`src/rtl/cordic_iter_hs.sv`:
```
// Iterative CORDIC engine with valid/ready handshakes on both sides.
// One micro-rotation per clock; supports rotation and vectoring modes.
// Results carry the uncompensated CORDIC gain.
module cordic_iter_hs #(
   parameter int WIDTH      = 16,
   parameter int FRAC_BITS  = WIDTH - 2,
   parameter int NUM_STAGES = 13,
   parameter int TAG_W      = 4
) (
   input  logic             clk_1,
   input  logic             rst_n,
   input  logic             in_valid,
   output logic             in_ready,
   input  logic             mode,
   input  logic [WIDTH-1:0] x,
   input  logic [WIDTH-1:0] y,
   input  logic [WIDTH-1:0] z,
   input  logic [TAG_W-1:0] in_tag,
   output logic             out_valid,
   input  logic             out_ready,
   output logic [WIDTH-1:0] x_out,
   output logic [WIDTH-1:0] y_out,
   output logic [WIDTH-1:0] z_out,
   output logic [TAG_W-1:0] out_tag,
   output logic             busy
);

   typedef enum logic [1:0] {IDLE, ITER, DONE} state_t;

   state_t           state_reg, state_next;
   logic [4:0]       cnt_reg;
   logic [WIDTH-1:0] x_reg, y_reg, z_reg;
   logic             mode_reg;
   logic [TAG_W-1:0] tag_reg;
   logic             accept;
   logic             last_iter;

   // atan(2^-i) in radians; small angles use a short Taylor series
   function automatic real atan_pow2(input int i);
      real t;
      case (i)
         0:  return 0.7853981633974483;
         1:  return 0.4636476090008061;
         2:  return 0.24497866312686414;
         3:  return 0.12435499454676144;
         4:  return 0.06241880999595735;
         5:  return 0.031239833430268277;
         6:  return 0.015623728620476831;
         7:  return 0.007812341060101111;
         8:  return 0.0039062301319669718;
         9:  return 0.0019531225164788188;
         10: return 0.0009765621895593195;
         11: return 0.0004882812111948983;
         12: return 0.00024414062014936177;
         default: begin
            t = 2.0 ** (-i);
            return t - (t * t * t) / 3.0 + (t * t * t * t * t) / 5.0;
         end
      endcase
   endfunction

   // Angle constant scaled to the fixed-point format, rounded to nearest
   function automatic logic [WIDTH-1:0] atan_fixed(input int i);
      real v;
      v = atan_pow2(i) * (2.0 ** FRAC_BITS);
      return WIDTH'(longint'(v));
   endfunction

   logic [WIDTH-1:0] atan_tab [32];

   for (genvar gi = 0; gi < 32; gi++) begin : g_atan
      assign atan_tab[gi] = atan_fixed(gi);
   end

   // State register
   always_ff @(posedge clk_1) begin
      if (!rst_n) state_reg <= IDLE;
      else        state_reg <= state_next;
   end

   assign last_iter = (cnt_reg == 5'(NUM_STAGES - 1));

   // Next-state and handshake decode
   always_comb begin
      state_next = state_reg;
      in_ready   = 1'b0;
      case (state_reg)
         IDLE: begin
            in_ready = 1'b1;
            if (in_valid) state_next = ITER;
         end
         ITER: begin
            if (last_iter) state_next = DONE;
         end
         DONE: begin
            in_ready = out_ready;
            if (out_ready) state_next = in_valid ? ITER : IDLE;
         end
         default: state_next = IDLE;
      endcase
   end

   assign accept    = in_valid & in_ready;
   assign out_valid = (state_reg == DONE);
   assign busy      = (state_reg != IDLE);

   // One micro-rotation; direction chosen by the sign of z (rotation) or y (vectoring)
   logic             dir_pos;
   logic [WIDTH-1:0] x_shift, y_shift;
   logic [WIDTH-1:0] x_next, y_next, z_next;

   assign dir_pos = mode_reg ? y_reg[WIDTH-1] : ~z_reg[WIDTH-1];
   assign x_shift = $signed(x_reg) >>> cnt_reg;
   assign y_shift = $signed(y_reg) >>> cnt_reg;
   assign x_next  = dir_pos ? x_reg - y_shift : x_reg + y_shift;
   assign y_next  = dir_pos ? y_reg + x_shift : y_reg - x_shift;
   assign z_next  = dir_pos ? z_reg - atan_tab[cnt_reg] : z_reg + atan_tab[cnt_reg];

   // Operand capture on accept, then iterate in place; the working registers are the result
   always_ff @(posedge clk_1) begin
      if (!rst_n) begin
         cnt_reg  <= '0;
         x_reg    <= '0;
         y_reg    <= '0;
         z_reg    <= '0;
         mode_reg <= 1'b0;
         tag_reg  <= '0;
      end else if (accept) begin
         cnt_reg  <= '0;
         x_reg    <= x;
         y_reg    <= y;
         z_reg    <= z;
         mode_reg <= mode;
         tag_reg  <= in_tag;
      end else if (state_reg == ITER) begin
         cnt_reg  <= cnt_reg + 5'd1;
         x_reg    <= x_next;
         y_reg    <= y_next;
         z_reg    <= z_next;
      end
   end

   assign x_out   = x_reg;
   assign y_out   = y_reg;
   assign z_out   = z_reg;
   assign out_tag = tag_reg;

endmodule
```
`config.mk`:
```
export PLATFORM = sky130hd
export DESIGN_NAME = cordic_iter_hs
export DESIGN_NICKNAME = d
export VERILOG_FILES = /design/src/rtl/cordic_iter_hs.sv
export SDC_FILE = /design/constraint.sdc
export NUM_CORES = 1
export LEC_CHECK = 0
export ABC_AREA = 1
export ABC_CLOCK_PERIOD_IN_PS = 4000
export CORE_MARGIN = 2
export CORE_UTILIZATION = 43
export DETAILED_ROUTE_END_ITERATION = 10
export PLACE_DENSITY = 0.66
export SETUP_SLACK_MARGIN = 0.2
export SLEW_MARGIN = 40
export SYNTH_ARGS = -nofsm -noshare
export SYNTH_HDL_FRONTEND = slang
export SYNTH_SLANG_ARGS = --single-unit
```
`constraint.sdc`:
```
create_clock -name clk_1 -period 4 [get_ports clk_1]
set_input_delay 0.6 -clock clk_1 [delete_from_list [all_inputs] [get_ports clk_1]]
set_output_delay 0.6 -clock clk_1 [all_outputs]
set_load 0.01 [all_outputs]
```
==> flow_summary.json <==
{
  "worst_setup_path_end_kind": "flop",
  "multiInputGateArea_mm2": 0.00647,
  "hp-class": "flop to flop",
  "hpwl_um": 19700,
  "yosysSeqAreaShare_pct": 15.9,
  "dpl.cell_count": 1619,
  "core_area_mm2": 0.0172,
  "yosys_warnings": 0,
  "finalPower_w": 0.00755,
  "area.sequential_mm2": 0.00121,
  "yosys.area_share.simple_pct": 35.1,
  "cts_root_buf": "clkbuf_16",
  "finalWirelength_um": 27500,
  "syn_to_final_growth_pct": 46.1,
  "final-max-slew-violation-count": 0,
  "synth_compound_area_share_pct": 21.7,
  "ys_ff_latch": 60,
  "vdd_drop_max_uv": 393,
  "fin_crit_ns": 3.87,
  "muxShareOfSynthArea_pct": 0,
  "syn_inst": 1238,
  "grt_max_degree": 55,
  "cts.sinks": 60,
  "synth_cell_type_count": 54,
  "dr.pass1.iters": 7,
  "fin_cells": 1675,
  "drc": 0,
  "worst_skew_pair.late_latency_ns": 0.34,
  "synth_top_cells_by_count": "364 x nand2_1, 110 x nand3_1, 104 x a21oi_1",
  "crit_path_start_kind": "flop",
  "ioPinCount": 112,
  "drt_iter0_drc": 588,
  "setup_violations": 0,
  "post-synth-top-area-cell": "nand2_1",
  "place_congestion": 0.965,
  "grt_first_pass_wirelength_um": 41200,
  "cp_slowest_cell": "dfxtp_4",
  "grt_pass1_vias": 8325,
  "setup_tns_ns": 0,
  "cts_tree": "done",
  "skew_ns": 0.00990,
  "antenna_found_initial": 0,
  "h-tree-depth": 3,
  "hold_viol_final": 0,
  "die_area_mm2": 0.0186,
  "cts_hold_repair.buffers": 0,
  "diodes": 0,
  "num-fill-cells": 1545,
  "clk_pin_slew_ns": 0.06,
  "synth_async_sr_flop_share_pct": 0,
  "start_util_pct": 43.7,
  "synthXorXnorAreaFrac_pct": 7.20,
  "crit_fanout": 6,
  "dp_slack_ns": 0.0718,
  "drive_above_1_share_pct": 25.8,
  "syn_nets": 1357,
  "syn_area_mm2": 0.00754,
  "rows": 48,
  "cts_buffers": 9,
  "viasPerCell": 5.45,
  "port_buffers": 111,
  "drtAntennaViolNets": 0,
  "avgSynthCellArea_um2": 6.09,
  "synth.most_common_cell": "nand2_1",
  "min_period_over_period_pct": 96.7,
  "tightest_slew_ns": 0.749,
  "p_leak_nw": 5.18,
  "synth-edff-count": 0,
  "synth_top_family_by_area": "simple AND/OR/NAND/NOR gates",
  "clk_path_buf_depth": 2,
  "wire_per_inst_um": 16.4,
  "status": "finished, final reports clean",
  "synth_fa_ha_area_share_pct": 10.6,
  "nets": 1565,
  "worst_ep_arrival_time_ns": 4.14,
  "synth_flop_cell": "dfxtp_1",
  "grt_setup_unrepaired": "true",
  "slowest_delay_ns": 0.45,
  "die_h_um": 136,
  "p_per_area_mw_per_mm2": 686,
  "netlist.area_leader.share_pct": 18.1,
  "die_w_um": 136,
  "worstSetupPathType": "flop to flop",
  "drv_cap": 0,
  "slew_headroom_pct": 49.7,
  "routed-via-count": 9130,
  "crit_top_cell": "nand2_1",
  "fin_ws_ns": 0.130,
  "global_route.usage.total_pct": 27.8,
  "fmax_mhz": 258,
  "overflow": 0,
  "synth.area.top_cells": "nand2_1 18%, dfxtp_1 16%, ha_1 9.8%, nand3_1 7.3%, a21oi_1 6.9%",
  "critPathRequiredTime_ns": 4.27
}
-- per-stage QoR --
step,cell area [um^2],hold slack (ns),util (%)
detailed placement,9430,0.457,54.7
CTS,9870,0.467,57.2
finish,11000,0.464,63.9
global placement,9430,0.454,54.7
global route,11000,0.484,63.9
floorplan,7540,0.455,-
-- cells in the final DEF, fill, tap and decap left out, types with 25 or more instances in the layout --
cell type	n
a21oi_1	79
a21oi_2	26
buf_4	114
clkdlybuf4s50_1	111
dfxtp_1	56
ha_1	39
inv_1	94
nand2_1	326
nand2_2	42
nand3_1	89
nand3_2	25
nor2_1	66
o21ai_0	58
xor2_1	35
-- worst max-delay path: cells and delay by family (launching register included) --
kind            cells  cell delay (ns)
compound gates      4             0.47
fa+ha+maj           1             0.33
buf+inv             9             0.97
flops               1             0.45
simple gates       14             1.24
xor+xnor            2             0.34
-- power breakdown --
group | internal [W] | leakage (nW) | switching [W]
Clock | 0.000448 | 0.133 | 0.000318
Combinational | 0.00269 | 4.55 | 0.00311
Sequential | 0.000737 | 0.497 | 0.000248
Total | 0.00387 | 5.18 | 0.00368
-- routing by layer --
layer,share of wire (%),track usage (%),vias to the layer above
met5,0,0,-
met4,2.0,8.28,0
met3,5.2,3.54,32
met2,49,46.2,287
met1,44,37.4,4261
li1,-,-,4550
-- path summary, 6_finish.rpt --
path,to,cells after the start,slack (ns),from
min reg2reg,out_tag[0],2,0.46,out_tag[0]
max reg2reg,y_out[15],30,0.13,cnt_reg[0]
max,y_out[15],30,0.13,cnt_reg[0]
min,out_tag[0],2,0.46,out_tag[0]
-- area by class of cell --
type | instances | share of cell area [%]
multi-input combinational | 1015 | 58.8
clock inverter | 4 | 0.227
timing repair buffer | 249 | 21.2
sequential | 60 | 11.0
clock buffer | 11 | 2.29
inverter | 111 | 3.92
tap | 225 | 2.56
-- cells by family (layout without fill, tap and decap cells) --
| kind of cell | count (synthesis) | after routing |
|---|---|---|
| xor+xnor | 62 | 62 |
| buf+inv | 163 | 375 |
| simple gates | 610 | 610 |
| fa+ha+maj | 62 | 62 |
| compound gates | 281 | 281 |
| flops | 60 | 60 |
-- timing repair --
item / 4_1_cts / 5_1_grt
setup buffers: 6 / 33
endpoints found under the setup margin: 12 / 23
resized for setup: 20 / 220
endpoints found under the hold margin: 0 / 0
pin swaps: 9 / 109
cloned: 1 / 1
(Power assumes the default switching activity.)
